$ cat src/rtl/core_pkg.sv
// Shared core definitions: reset vector, NOP encoding,
// fetch-state enum and a word-alignment helper.
package core_pkg;

  localparam logic [31:0] RESET_ADDR_DEF = 32'h0000_0000;
  localparam logic [31:0] NOP_INST       = 32'h0000_0013;

  typedef enum logic [1:0] {
    F_IDLE,
    F_REQ,
    F_WAIT,
    F_HOLD
  } fetch_state_e;

  function automatic logic [31:0] word_align(
    input logic [31:0] a
  );
    return {a[31:2], 2'b00};
  endfunction

endpackage

$ cat src/rtl/redirect_arb.sv
// Fixed-priority redirect mux: trap over branch over jump.
// Targets come out word aligned.
module redirect_arb
  import core_pkg::*;
(
  input  logic        trap_en,
  input  logic [31:0] trap_addr,
  input  logic        br_en,
  input  logic [31:0] br_addr,
  input  logic        jmp_en,
  input  logic [31:0] jmp_addr,
  output logic        redir_en,
  output logic [31:0] redir_addr
);

  always_comb begin
    redir_en   = trap_en | br_en | jmp_en;
    redir_addr = '0;
    priority case (1'b1)
      trap_en: redir_addr = word_align(trap_addr);
      br_en:   redir_addr = word_align(br_addr);
      jmp_en:  redir_addr = word_align(jmp_addr);
      default: redir_addr = '0;
    endcase
  end

endmodule

$ cat src/rtl/fetch_ctrl.sv
// Instruction-fetch sequencer: owns the fetch PC, one fetch
// in flight, stale responses after a redirect are dropped.
module fetch_ctrl
  import core_pkg::*;
#(
  parameter logic [31:0] RESET_ADDR = RESET_ADDR_DEF
) (
  input  logic        clk,
  input  logic        rst,
  input  logic        trap_en,
  input  logic [31:0] trap_addr,
  input  logic        br_en,
  input  logic [31:0] br_addr,
  input  logic        jmp_en,
  input  logic [31:0] jmp_addr,
  input  logic        stall,
  output logic        imem_req,
  output logic [31:0] imem_addr,
  input  logic        imem_gnt,
  input  logic        imem_rvalid,
  input  logic [31:0] imem_rdata,
  output logic        if_valid,
  output logic [31:0] if_pc,
  output logic [31:0] if_inst,
  output logic        flush
);

  fetch_state_e state_q, state_d;
  logic [31:0]  addr_q, addr_d;
  logic [31:0]  pc_q, pc_d;
  logic [31:0]  inst_q, inst_d;
  logic         valid_q, valid_d;
  logic         flush_q, flush_d;
  logic         drop_q, drop_d;

  logic         redir_en;
  logic [31:0]  redir_addr;

  redirect_arb u_arb (
    .trap_en    (trap_en),
    .trap_addr  (trap_addr),
    .br_en      (br_en),
    .br_addr    (br_addr),
    .jmp_en     (jmp_en),
    .jmp_addr   (jmp_addr),
    .redir_en   (redir_en),
    .redir_addr (redir_addr)
  );

  always_ff @(posedge clk) begin
    if (rst) begin
      state_q <= F_IDLE;
      addr_q  <= RESET_ADDR;
      pc_q    <= RESET_ADDR;
      inst_q  <= NOP_INST;
      valid_q <= 1'b0;
      flush_q <= 1'b0;
      drop_q  <= 1'b0;
    end else begin
      state_q <= state_d;
      addr_q  <= addr_d;
      pc_q    <= pc_d;
      inst_q  <= inst_d;
      valid_q <= valid_d;
      flush_q <= flush_d;
      drop_q  <= drop_d;
    end
  end

  // addr_q stays put until grant, so it doubles as the in-flight PC
  always_comb begin
    state_d = state_q;
    addr_d  = addr_q;
    pc_d    = pc_q;
    inst_d  = inst_q;
    valid_d = valid_q;
    drop_d  = drop_q;
    flush_d = 1'b0;
    unique case (state_q)
      F_IDLE: state_d = F_REQ;
      F_REQ: begin
        if (imem_gnt) begin
          state_d = F_WAIT;
          drop_d  = redir_en;
        end
      end
      F_WAIT: begin
        if (imem_rvalid) begin
          drop_d = 1'b0;
          if (redir_en || drop_q) begin
            state_d = F_REQ;
          end else begin
            pc_d    = addr_q;
            inst_d  = imem_rdata;
            valid_d = 1'b1;
            state_d = F_HOLD;
          end
        end else if (redir_en) begin
          drop_d = 1'b1;
        end
      end
      F_HOLD: begin
        if (redir_en) begin
          state_d = F_REQ;
        end else if (!stall) begin
          valid_d = 1'b0;
          addr_d  = pc_q + 32'd4;
          state_d = F_REQ;
        end
      end
      default: state_d = F_IDLE;
    endcase
    if (redir_en && state_q != F_IDLE) begin
      addr_d  = redir_addr;
      flush_d = 1'b1;
      valid_d = 1'b0;
    end
  end

  always_comb begin
    imem_req  = (state_q == F_REQ);
    imem_addr = addr_q;
    if_valid  = valid_q;
    if_pc     = pc_q;
    if_inst   = inst_q;
    flush     = flush_q;
  end

endmodule

$ cat config.mk
export PLATFORM = sky130hd
export DESIGN_NAME = fetch_ctrl
export DESIGN_NICKNAME = d
export VERILOG_FILES = /design/src/rtl/core_pkg.sv /design/src/rtl/redirect_arb.sv /design/src/rtl/fetch_ctrl.sv
export SDC_FILE = /design/constraint.sdc
export NUM_CORES = 1
export LEC_CHECK = 0
export ABC_AREA = 1
export CAP_MARGIN = 5
export CORE_AREA = 4 4 124 156
export DETAILED_ROUTE_END_ITERATION = 10
export DIE_AREA = 0 0 128 160
export HOLD_SLACK_MARGIN = 0.15
export PLACE_DENSITY = 0.59
export REMOVE_ABC_BUFFERS = 1
export SLEW_MARGIN = 10
export SYNTH_ARGS = -nofsm -noshare
export SYNTH_HDL_FRONTEND = slang
export SYNTH_SLANG_ARGS = --single-unit
$ cat constraint.sdc
create_clock -name clk -period 4.1 [get_ports clk]
set_clock_uncertainty 0.05 [all_clocks]
set_input_delay 0.41 -clock clk [delete_from_list [all_inputs] [get_ports clk]]
set_output_delay 0.41 -clock clk [all_outputs]
set_load 0.03 [all_outputs]
**Yosys cells after proc, flatten, opt, wreduce, memory -nomap -nowiden**

Cells that the tools add are included.

- Register bits: 101
- Bits of input ports: 136
- Output and inout bits: 99
- Logic and storage cells: 59

- $add $sub $neg: 1
- Equal/unequal tests: 12
- Multiplexer cells: 23
- Bitwise operators: 3
- Reductions and logical operators: 13

Operators with widths:

| operator | count |
|---|---|
| 32-bit two-way mux | 7 |
| 32-bit by 3-bit adder with 32-bit output (second input constant) | 1 |
| 3-bit AND reduction | 4 |
| 2-bit two-way mux | 5 |
| 1-bit two-way mux | 8 |
| 2-bit inequality test (second input constant) | 4 |
| 2-bit case mux with 4 select lines | 1 |
| 2-bit nonzero test | 4 |
| 2-bit by 1-bit inequality test with 1-bit output (second input constant) | 3 |
| 3-bit inequality test (second input constant) | 2 |
| 5-bit AND reduction | 1 |
| 2-bit == test (second input constant) | 2 |
| 1-bit case mux with 2 select lines | 2 |
| 2-bit by 1-bit == test with 1-bit output (second input constant) | 1 |
| 2-bit zero test | 1 |
| 1-bit bitwise OR | 2 |
| 2-bit OR reduction | 1 |
| 1-bit logical AND | 1 |
| 1-bit logical OR | 1 |
| 1-bit inverter | 1 |

**Longest topological paths before layout**

Gate-level depths: netlist of the first run.

- Depth in word-level cells: 6
- Gate-level depth with buffers: 11
- Depth with buffers taken out: 10

**Hierarchy**

A second synthesis of the first run with hierarchy kept.

- Cells, all modules: 916
- Area, all modules: 5627.9 um2

By module, submodules not included:

| module | instances | cells each | area each (um2) | sequential area each (um2) |
|---|---|---|---|---|
| fetch_ctrl | 1 | 684 | 4678.2 | 2021.9 |
| redirect_arb | 1 | 232 | 949.7 | 0.0 |

**Worst setup path before layout of the first run**

No wires, ideal clock.

- Kind: register -> register
- Start point: register pc_q[3] (netlist: if_pc[3])
- End point: register addr_q[28] (netlist: imem_addr[28])
- Setup time: 0.120 ns
- Data arrival time: 1.612 ns
- Data required time: 3.930 ns
- Setup slack: 2.319 ns
- Cell stages (with the launch flop): 11
- Buffers on the path: 0
- Clock period less this slack: 1.781 ns
- Path through: dfxtp_1 > ha_1 > nand2_1 > nor2_1 > nand2_1 > nor2_1 > nand2_1 > nand2_1 > nand2_1 > nand2_1 > a21oi_1

- Longest elaborated chain between the ends: 5

RTL lines:

| item | line | RTL |
|---|---|---|
| start, declared | fetch_ctrl.sv:30 | `logic [31:0] pc_q, pc_d;` |
| start signal, assigned | fetch_ctrl.sv:62 | `pc_q <= pc_d;` |
| 32-bit by 3-bit adder with 32-bit output | fetch_ctrl.sv:107 | `addr_d = pc_q + 32'd4;` |
| 32-bit two-way mux | fetch_ctrl.sv:105 | `end else if (!stall) begin` |
| 32-bit two-way mux | fetch_ctrl.sv:103 | `if (redir_en) begin` |
| 32-bit two-way mux | fetch_ctrl.sv:79 | `unique case (state_q)` |
| 32-bit two-way mux | fetch_ctrl.sv:113 | `if (redir_en && state_q != F_IDLE) begin` |
| end signal, assigned | fetch_ctrl.sv:61 | `addr_q <= addr_d;` |
| end, declared | fetch_ctrl.sv:29 | `logic [31:0] addr_q, addr_d;` |

Every way passes these cells. The select of a mux whose other input is x is not followed.
A chain may end at the register's enable or synchronous reset.

**Final worst setup path of the first run**

- Start point: input br_en
- End point: register addr_q[23] (netlist: imem_addr[23])

- Longest elaborated chain between the ends: 5
- Elaborated cells on any way between the ends: 10
- Classes of those cells: eq/ne: 2; mux: 3; bitwise: 2; reduce/logical: 3

RTL lines:

| item | line | RTL |
|---|---|---|
| start, declared | fetch_ctrl.sv:12 | `input logic br_en,` |
| 1-bit bitwise OR (2 in a row) | redirect_arb.sv:17 | `redir_en = trap_en \| br_en \| jmp_en;` |
| 1-bit logical AND | fetch_ctrl.sv:113 |  |
| 2-bit by 1-bit inequality test with 1-bit output (no source line) / 2-bit nonzero test (equally long branches) | n/a |  |
| 3-bit AND reduction (no source line) | n/a |  |

Parallel ways exist; a longest one is shown, timed or not.

==> results.md, run 1 <==
## Synth
• 1.18% — adder-cell share of the synthesized area
• 0.00528 mm² — netlist area before placement
• 38.3% — proportion of synthesized chip area in sequential cells
• dfxtp_1 — most used flip-flop cell after synthesis
• dfxtp_1 — cell taking the most area after synthesis
• 31.6% — Post-Synth Simple-Gate Area
• 835 — number of instances in the synthesized netlist
• 38.3% — top-area cell type share of the netlist area
• 0% — share of flip-flops with an asynchronous set or reset
• 0 — Post-synth EDFFs
• 0% — share of cell area taken by muxes after synthesis
• dfxtp_1 (38%), nor2_1 (13%), nand2_1 (12%) — top area cells in the synthesized netlist
• 0.663% — parity-gate share of the synthesized area counting xor and xnor cells
• 101 — flop and latch count out of synthesis
• 0 — Yosys warnings
• 19.8% — Synth Area in Compound Gates
• 6.32 µm² — mean area per synthesized cell
• simple AND/OR/NAND/NOR gates — combinational family with the most area after synthesis
• 24 — distinct cell type count after synthesis

## Global routing
• 65 — largest net degree at the start of global routing
• 5775 — vias in the first global route
• 0 — gr ovfl total
• 18.4% — global-route usage over all layers
• 1 — antenna violations before repair
• 30.4 mm — wire length of the first global-routing pass

## Die
• 29.5% — initial cell density of the core
• 235 — IO Count
• 160 µm — die boundary height
• 0.0205 mm² — die area
• 55 — number of cell rows
• 128 µm — die extent in x
• 0.0179 mm² — Std-Cell Core Area

## Clocking
• clkbuf_16 — cell at the root of the clock tree
• yes — TritonCTS clock tree
• 0 — number of resized instances in the post-cts repair step
• 0 — CTS Hold Bufs
• 101 — CTS sink count
• 2 — number of buffers on the longest clock path
• 0.08 ns — register clock-pin slew on the reported worst setup and hold paths
• 3 — H-tree levels
• 0.36 ns — Clk Latency, worst-skew pair
• 0 — number of buffers inserted to repair setup after CTS
• 9 — total clock buffers created by CTS

## Power and ir drop
• 38.8% — share of total power in sequential cells
• 0.00317 µW — Static Leakage
• 1890 µW — cell-internal power
• 181 µV — peak ir drop on the vdd network
• 368 mW/mm² — cell area power density
• 31.8% — Logic pwr share
• 29.4% — clock share of power
• 1050 µW — switching power
• 2940 µW — overall power consumption
• 35.6% — switching part of the total

## Routing
• 0 — post-route DRC violation count
• 15.0 µm — detailed-route wire length per cell
• 4.62 — number of vias per cell
• 5 — Pre-antenna DRT Iters
• 19.0 mm — Routed Wire Length
• 5870 — number of vias in the routed layout
• 267 — DRC marker count from the first detailed-route iteration
• 0 — number of nets still failing antenna checks after routing

## Place
• 228 — Buffers on Ports
• 0.792 — placer congestion estimate
• 13.9 mm — half-perimeter wire length after placement
• 1254 — Post-Place Cells

## Worst setup path
• primary input — Worst setup SP type
• 4.34 ns — data required time of the worst path
• 2.60 ns — Crit path arrival time
• inv_1 — critical path's slowest cell
• 8 — worst r2r path cells
• clkdlybuf4s50_1 -> nor2_1 -> nand2_1 -> nand2_2 -> nand2_1 -> inv_1 -> nor2_1 -> a21oi_1 — cells along the critical path
• flip-flop — crit end category
• 21 — critical-path maximum fanout
• 0.59 ns — Crit path largest cell delay
• primary input to flip-flop — startpoint-to-endpoint class of the critical path

## STA
• 0 — number of hold-slack violations in the final timing report
• 0 ns — Setup TNS Final
• 0.414 ns — Hold Slack
• 0 — Final Setup Violations
• 423 MHz — peak clock frequency supported by timing
• 0 — Max Transition Viols Final
• 41.3% — relative slew slack
• 57.7% — post-route fraction of the period consumed by the critical path
• 2.37 ns — final worst path period need
• 0.878 ns — Worst Tran Pin Value
• no — unrepaired setup endpoints after global routing

## Outcome
• finished, final reports clean — result of the run

## Hold path
• flip-flop to flip-flop — min-delay worst type
• 2 — worst hold stages

## Finish
• 1178 — Final Net Count
• clkdlybuf4s50_1 (228), nor2_1 (186), nand2_1 (167), o21ai_0 (109), dfxtp_1 (101) — most frequent cells in the layout
• clkdlybuf4s50_1 — leading cell type in the layout, fill and taps excluded
• 51.5% — P&R area growth vs syn
• 3.45% — fraction of layout instances using a drive strength above 1
• 1271 — number of standard cells in the layout, taps in and fillers out

## Run
• 0 — max-cap violation count

## state kept, by name (all words and copies together) (netlist names)
name       count
state_q        2
imem_addr     32
drop_q         1
flush          1
if_valid       1
if_pc         32
if_inst       32
## stage by stage
stage	utilization, %	instance area (µm²)	setup WS, ns
6_report	44.7	8000	1.73
5_1_grt	44.7	8000	1.43
4_1_cts	44.7	8000	1.62
3_5_place_dp	43.1	7700	1.23
3_3_place_gp	43.1	7700	1.26
2_1_floorplan	-	5040	1.04
## path summary, 6_finish.rpt
check                                start             to  slack, ns
worst max-delay path                 br_en  imem_addr[23]       1.73
worst min-delay path                drop_q         drop_q       0.41
worst min register to register      drop_q         drop_q       0.41
worst max register to register  state_q[1]  imem_addr[23]       2.00
## logic make-up after synthesis
logic type | count (synthesis)
AOI/OAI and AO/OA | 205
xor gates and xnor gates | 4
adders and majority gates | 5
buffers and inverters | 102
DFF | 101
and+or+nand+nor | 418
## power by group through the flow
stage / clock (µW) / sequential [µW] / combinational (µW)
finish: 866 / 1140 / 936
global route: 922 / 1160 / 1030
CTS: 887 / 1140 / 953
detailed placement: 0 / 1160 / 950
global placement: 0 / 1160 / 945
floorplan: 0 / 1320 / 333
## routing by layer
metal | share of wire [%] | track usage [%] | vias up
met3 | 6.9 | 4.95 | 13
met2 | 49 | 32.1 | 155
met4 | 1.4 | 5.16 | 0
li1 | - | - | 3109
met5 | 0 | 0 | -
met1 | 43 | 22.0 | 2593
## layout make-up
class | count | area, µm²
fill | 1902 | 9890
multi-input combinational | 632 | 2820
timing repair buffer | 238 | 2370
sequential | 101 | 2020
tap | 228 | 285
clock buffer | 9 | 225
inverter | 55 | 206
clock inverter | 7 | 66.3
antenna | 1 | 2.50
## critical path: cells and delay by family
family | cells | cell delay (ns)
buffers and inverters | 2 | 1.12
AND/OR/NAND/NOR | 5 | 0.88
AO/OA/AOI/OAI | 1 | 0.17
## synth_stat cells, types with 5 or more instances
| cell type | instances |
|---|---|
| nand2_1 | 168 |
| dfxtp_1 | 101 |
| ha_1 | 5 |
| nor2_1 | 187 |
| nor3_1 | 25 |
| o21ai_0 | 109 |
| a21oi_1 | 89 |
| buf_4 | 5 |
| buf_2 | 13 |
| nand3_1 | 31 |
| inv_1 | 52 |
| clkbuf_1 | 25 |
(Power assumes the default switching activity.)
==> run 2, diff against run 1 <==
Clock period 4.1 ns to 2.4 ns, I/O delays scaled along.
==> run 2 against run 1 <==
Against the previous run: combinational power up 76%; global-route usage down 0.28 points; setup slack worse by 1.3 ns; register-to-register slack worse by 1.6 ns; hold slack worse by 0.0043 ns; core utilization up 0.66 points; sequential share of layout area down 0.37 points; critical path depth unchanged; non-clock buffer count up 4; routed wire length up 0.25%; cell area up 1.5%; critical path type is now flip-flop to flip-flop; critical endpoint is now imem_addr[18]; largest cell class unchanged; highest routed layer unchanged.
==> results.md, run 2 (synthesized netlist as in run 1, its figures left out) <==
## Routing
• met4 — topmost layer with routed signal wires
• 0 — post-route DRC violation count, unchanged
• 4.64 — number of vias per cell, +0.42%
• 15.0 µm — detailed-route wire length per cell, about the same
• 19.1 mm — Routed Wire Length, +0.25%
• 0 — number of nets still failing antenna checks after routing, unchanged
• 264 — DRC marker count from the first detailed-route iteration, -1.1%
• 5913 — number of vias in the routed layout, +0.73%
• 1.31 mm — met3 wire length, -0.30%
• 9.28 mm — met2 wire length, -0.85%
• 8.11 mm — DRT met1 WL, about the same
• 5 — Pre-antenna DRT Iters, unchanged

## STA
• 81.4% — post-route fraction of the period consumed by the critical path
• 0 — Final Setup Violations, unchanged
• 1.95 ns — final worst path period need
• 72.5% — relative slew slack, +31 points
• 0.446 ns — setup ws final, -1.29 ns
• 0 — Max Transition Viols Final, unchanged
• 0 — number of hold-slack violations in the final timing report, unchanged
• 0.413 ns — Worst Tran Pin Value, -0.465 ns
• no — unrepaired setup endpoints after global routing
• 512 MHz — peak clock frequency supported by timing
• 0 ns — Setup TNS Final, unchanged

## Die
• 0.0179 mm² — Std-Cell Core Area, unchanged
• 0.0205 mm² — die area, unchanged
• 235 — IO Count, unchanged
• 128 µm — die extent in x, unchanged
• 29.5% — initial cell density of the core, unchanged
• 160 µm — die boundary height, unchanged
• 55 — number of cell rows, unchanged

## Clocking
• 9 — total clock buffers created by CTS, unchanged
• 0.07 ns — register clock-pin slew on the reported worst setup and hold paths, about the same
• yes — TritonCTS clock tree
• 0 — number of buffers inserted to repair setup after CTS, unchanged
• 0.35 ns — Clk Latency, worst-skew pair, about the same
• 101 — CTS sink count, unchanged
• 2 — number of buffers on the longest clock path, unchanged
• 0 — number of resized instances in the post-cts repair step, unchanged
• 0 — CTS Hold Bufs, unchanged
• clkbuf_16 — cell at the root of the clock tree
• 3 — H-tree levels, unchanged

## Global routing
• 95 — largest net degree at the start of global routing, +46%
• 18.1% — global-route usage over all layers, -0.28 points
• 1 — antenna violations before repair, unchanged
• 5724 — vias in the first global route, -0.88%
• 0 — gr ovfl total, unchanged
• 29.9 mm — wire length of the first global-routing pass, -1.6%

## Finish
• clkdlybuf4s50_1 — leading cell type in the layout, fill and taps excluded
• 1182 — Final Net Count, +0.34%
• 3.82% — fraction of layout instances using a drive strength above 1, +0.37 points
• 53.7% — P&R area growth vs syn
• clkdlybuf4s50_1 (228), nor2_1 (186), nand2_1 (167), o21ai_0 (109), dfxtp_1 (101) — most frequent cells in the layout
• 1275 — number of standard cells in the layout, taps in and fillers out, +0.31%

## Place
• 0.802 — placer congestion estimate, +1.2%
• 13.9 mm — half-perimeter wire length after placement, -0.24%
• 1258 — Post-Place Cells, +0.32%
• 228 — Buffers on Ports, unchanged
• 0.0686 ns — Setup Slack @ Placement, -1.17 ns

## Power and ir drop
• 5140 µW — overall power consumption, +75%
• 633 mW/mm² — cell area power density, +72%
• 0.00322 µW — Static Leakage, +1.8%
• 308 µV — peak ir drop on the vdd network, +70%

## Worst setup path
• 8 — worst r2r path cells, unchanged
• flip-flop — crit end category
• flip-flop to flip-flop — startpoint-to-endpoint class of the critical path
• 5 — critical-path maximum fanout, -76%
• 2.14 ns — Crit path arrival time, -0.46 ns
• 2.59 ns — data required time of the worst path, -1.75 ns
• flip-flop — Worst setup SP type

## Outcome
• finished, final reports clean — result of the run

## Hold path
• 3 — worst hold stages, +1
• primary input to flip-flop — min-delay worst type

## Run
• 0 — max-cap violation count, unchanged

[run 2: routing by layer]
metal	vias to the layer above	GRT usage, %
met5	-	0
met4	0	6.42
met3	22	4.65
met2	158	31.2
met1	2612	21.6
li1	3121	-
[run 2: layout make-up]
| cell class | count | area (µm²) |
|---|---|---|
| diodes | 1 | 2.50 |
| clock buffers | 9 | 225 |
| clock inverters | 7 | 78.8 |
| fillers | 1886 | 9780 |
| inverters | 55 | 206 |
| multi-input cells | 632 | 2820 |
| flip-flops and latches | 101 | 2020 |
| well taps | 228 | 285 |
| repair buffers | 242 | 2470 |
[run 2: metrics by stage]
stage	utilization, %	area (µm²)	hold slack, ns
finish	45.4	8120	0.409
global placement	43.7	7810	0.386
floorplan	-	5040	0.259
detailed placement	43.7	7810	0.397
global route	45.4	8120	0.410
CTS	45.3	8110	0.399
[run 2: worst max-delay path, cell delays in order (launching register included)]
cell	delay (ns)
dfxtp_1	0.40
ha_1	0.19
nand2_1	0.10
nor2_1	0.21
nand2_1	0.18
nor2_1	0.35
nor2_1	0.07
o21ai_0	0.20
a21oi_1	0.08
[run 2: worst paths after layout]
check | startpoint | endpoint | slack (ns)
hold reg to reg | if_inst[4] | if_inst[4] | 0.41
setup / recovery | if_pc[2] | imem_addr[18] | 0.45
setup reg to reg | if_pc[2] | imem_addr[18] | 0.45
hold / removal | imem_rdata[4] | if_inst[4] | 0.41
[run 2: report_power, final]
group	total, µW	internal (µW)	switching [µW]	leakage [µW]
Combinational	1650	706	944	0.00225
Sequential	1950	1830	115	0.000820
Clock	1540	825	714	0.000151
==> run 3, diff against run 2 <==
Settings changed: PLACE_DENSITY 0.59 to 0.61.
Clock period 2.4 ns to 1.75 ns, I/O delays scaled along.
==> run 3 against run 2 <==
Against the previous run: sequential power is 37% higher; combinational power rose by 50%; global-route usage rose by 0.37 points; core utilization rose by 2.6 points; cell area grew 5.7%; critical path depth decreased by 7; power increased by 45%.
==> results.md, run 3 (synthesized netlist as in run 1, its figures left out) <==
## Outcome
• finished, final reports clean — result of the run

## Place
• -0.134 ns — Setup Slack @ Placement, -0.202 ns
• 228 — Buffers on Ports, unchanged
• 0.00816 mm² — placed inst area, +4.5%
• 14.6 mm — half-perimeter wire length after placement, +5.1%
• 0.825 — placer congestion estimate, +2.9%

## Die
• 128 µm — die extent in x, unchanged
• 29.5% — initial cell density of the core, unchanged
• 55 — number of cell rows, unchanged
• 0.0179 mm² — Std-Cell Core Area, unchanged
• 160 µm — die boundary height, unchanged
• 235 — IO Count, unchanged
• 0.0205 mm² — die area, unchanged

## Finish
• clkdlybuf4s50_1 — leading cell type in the layout, fill and taps excluded
• 0.00858 mm² — post-route cell area, +5.7%
• 1858 — number of fill cells in the layout, -1.5%
• 0 — count of inserted antenna diode cells, -1
• 8.71% — fraction of layout instances using a drive strength above 1, +4.9 points
• 1216 — Final Net Count, +2.9%
• 48.0% — post-route core utilization, +2.6 points
• clkdlybuf4s50_1 (207), nor2_1 (181), nand2_1 (162), o21ai_0 (107), dfxtp_1 (99) — most frequent cells in the layout
• 62.5% — P&R area growth vs syn

## Routing
• 9.62 mm — met2 wire length, +3.7%
• 1.29 mm — met3 wire length, -2.1%
• 14.8 µm — detailed-route wire length per cell, -1.0%
• 6043 — number of vias in the routed layout, +2.2%
• 0 — post-route DRC violation count, unchanged
• 0 — number of nets still failing antenna checks after routing, unchanged
• met4 — topmost layer with routed signal wires
• 264 — DRC marker count from the first detailed-route iteration, unchanged
• 4 — Pre-antenna DRT Iters, -1
• 19.4 mm — Routed Wire Length, +1.5%
• 8.15 mm — DRT met1 WL, +0.43%
• 4.62 — number of vias per cell, -0.30%

## Power and ir drop
• 868 mW/mm² — cell area power density, +37%
• 345 µV — peak ir drop on the vdd network, +12%
• 32.4% — switching part of the total, -2.1 points
• 33.3% — Logic pwr share, +1.2 points
• 2410 µW — switching power, +36%
• 36.0% — share of total power in sequential cells, -1.9 points
• 0.00367 µW — Static Leakage, +14%
• 5040 µW — cell-internal power, +50%
• 30.7% — clock share of power, +0.7 points

## Worst setup path
• if_pc[28] — Setup crit start
• 0.72 ns — Crit path largest cell delay, +0.32 ns
• 1 — worst path bufs/invs, +1
• buffers and inverters — largest delay contributor family on the critical path
• 1.52 ns — data required time of the worst path, -1.07 ns
• clkdlybuf4s50_1 — cells along the critical path
• clkdlybuf4s50_1 — critical path's slowest cell
• 1.50 ns — Crit path arrival time, -0.64 ns
• state_q[1] — launch instance of the worst register-to-register path
• flip-flop to output pin — startpoint-to-endpoint class of the critical path
• flip-flop — Worst setup SP type
• output pin — crit end category
• 4 — critical-path maximum fanout, -1

## Clocking
• 101 — CTS sink count, unchanged
• 9 — total clock buffers created by CTS, unchanged
• clkbuf_16 — cell at the root of the clock tree
• 2 — number of buffers on the longest clock path, unchanged
• yes — TritonCTS clock tree
• 0.35 ns — Clk Latency, worst-skew pair, about the same
• 0.07 ns — register clock-pin slew on the reported worst setup and hold paths, about the same
• 3 — H-tree levels, unchanged

## STA
• 98.3% — post-route fraction of the period consumed by the critical path
• 0.0293 ns — setup ws final, -0.417 ns
• 0.402 ns — Worst Tran Pin Value, -0.0115 ns
• 0 — number of hold-slack violations in the final timing report, unchanged
• 73.3% — relative slew slack, +0.87 points
• 1.72 ns — final worst path period need
• 0 — Final Setup Violations, unchanged
• yes — unrepaired setup endpoints after global routing
• 0 — Max Transition Viols Final, unchanged
• 581 MHz — peak clock frequency supported by timing

## Global routing
• 5815 — vias in the first global route, +1.6%
• 49 — largest net degree at the start of global routing, -48%
• 30.2 mm — wire length of the first global-routing pass, +1.2%
• 18.5% — global-route usage over all layers, +0.37 points
• 0 — gr ovfl total, unchanged
• 0 — antenna violations before repair, -1

## Hold path
• primary input to flip-flop — min-delay worst type
• imem_rdata[0] — worst hold start

## Run
• 0 — max-cap violation count, unchanged

run 3: cell type report:
cell class / instances / area (µm²) / share of cell area, %
multi-input combinational: 632 / 2900 / 33.8
tap: 228 / 285 / 3.32
timing repair buffer: 276 / 2830 / 33.0
clock inverter: 5 / 100 / 1.17
sequential: 101 / 2020 / 23.6
clock buffer: 10 / 229 / 2.67
inverter: 55 / 206 / 2.41
run 3: power by group through the flow:
stage / registers [µW] / clock network, µW / logic [µW]
after global placement: 2730 / 0 / 2470
after detailed placement: 2730 / 0 / 2480
final: 2680 / 2280 / 2480
after floorplan: 3090 / 0 / 779
after global routing: 2710 / 2420 / 2700
after CTS: 2680 / 2350 / 2470
run 3: routing by layer:
| metal | GRT usage [%] | up-vias |
|---|---|---|
| met2 | 33.3 | 149 |
| met1 | 21.3 | 2691 |
| met5 | 0 | - |
| met3 | 4.68 | 16 |
| met4 | 5.55 | 0 |
| li1 | - | 3187 |
run 3: timing repair:
item	CTS	global route
setup endpoints to repair	11	33
hold buffers	0	0
setup buffers	0	0
pin swaps	0	3
resized for setup	11	34
run 3: path summary, 6_finish.rpt:
kind	endpoint	slack, ns	depth (start not counted)
max	if_pc[28]	0.03	1
min	if_inst[0]	0.34	3
max reg2reg	imem_addr[28]	0.09	9
min reg2reg	if_inst[0]	0.40	2
run 3: through the flow:
step	setup TNS (ns)	hold WS, ns	std cells	total power (µW)
2_1_floorplan	-55.13	0.194	788	3870
3_3_place_gp	-3.21	0.387	1292	5190
3_5_place_dp	-4.52	0.394	1292	5210
4_1_cts	0	0.331	1307	7510
5_1_grt	-0.00878	0.352	1307	7840
6_report	0	0.345	1307	7450
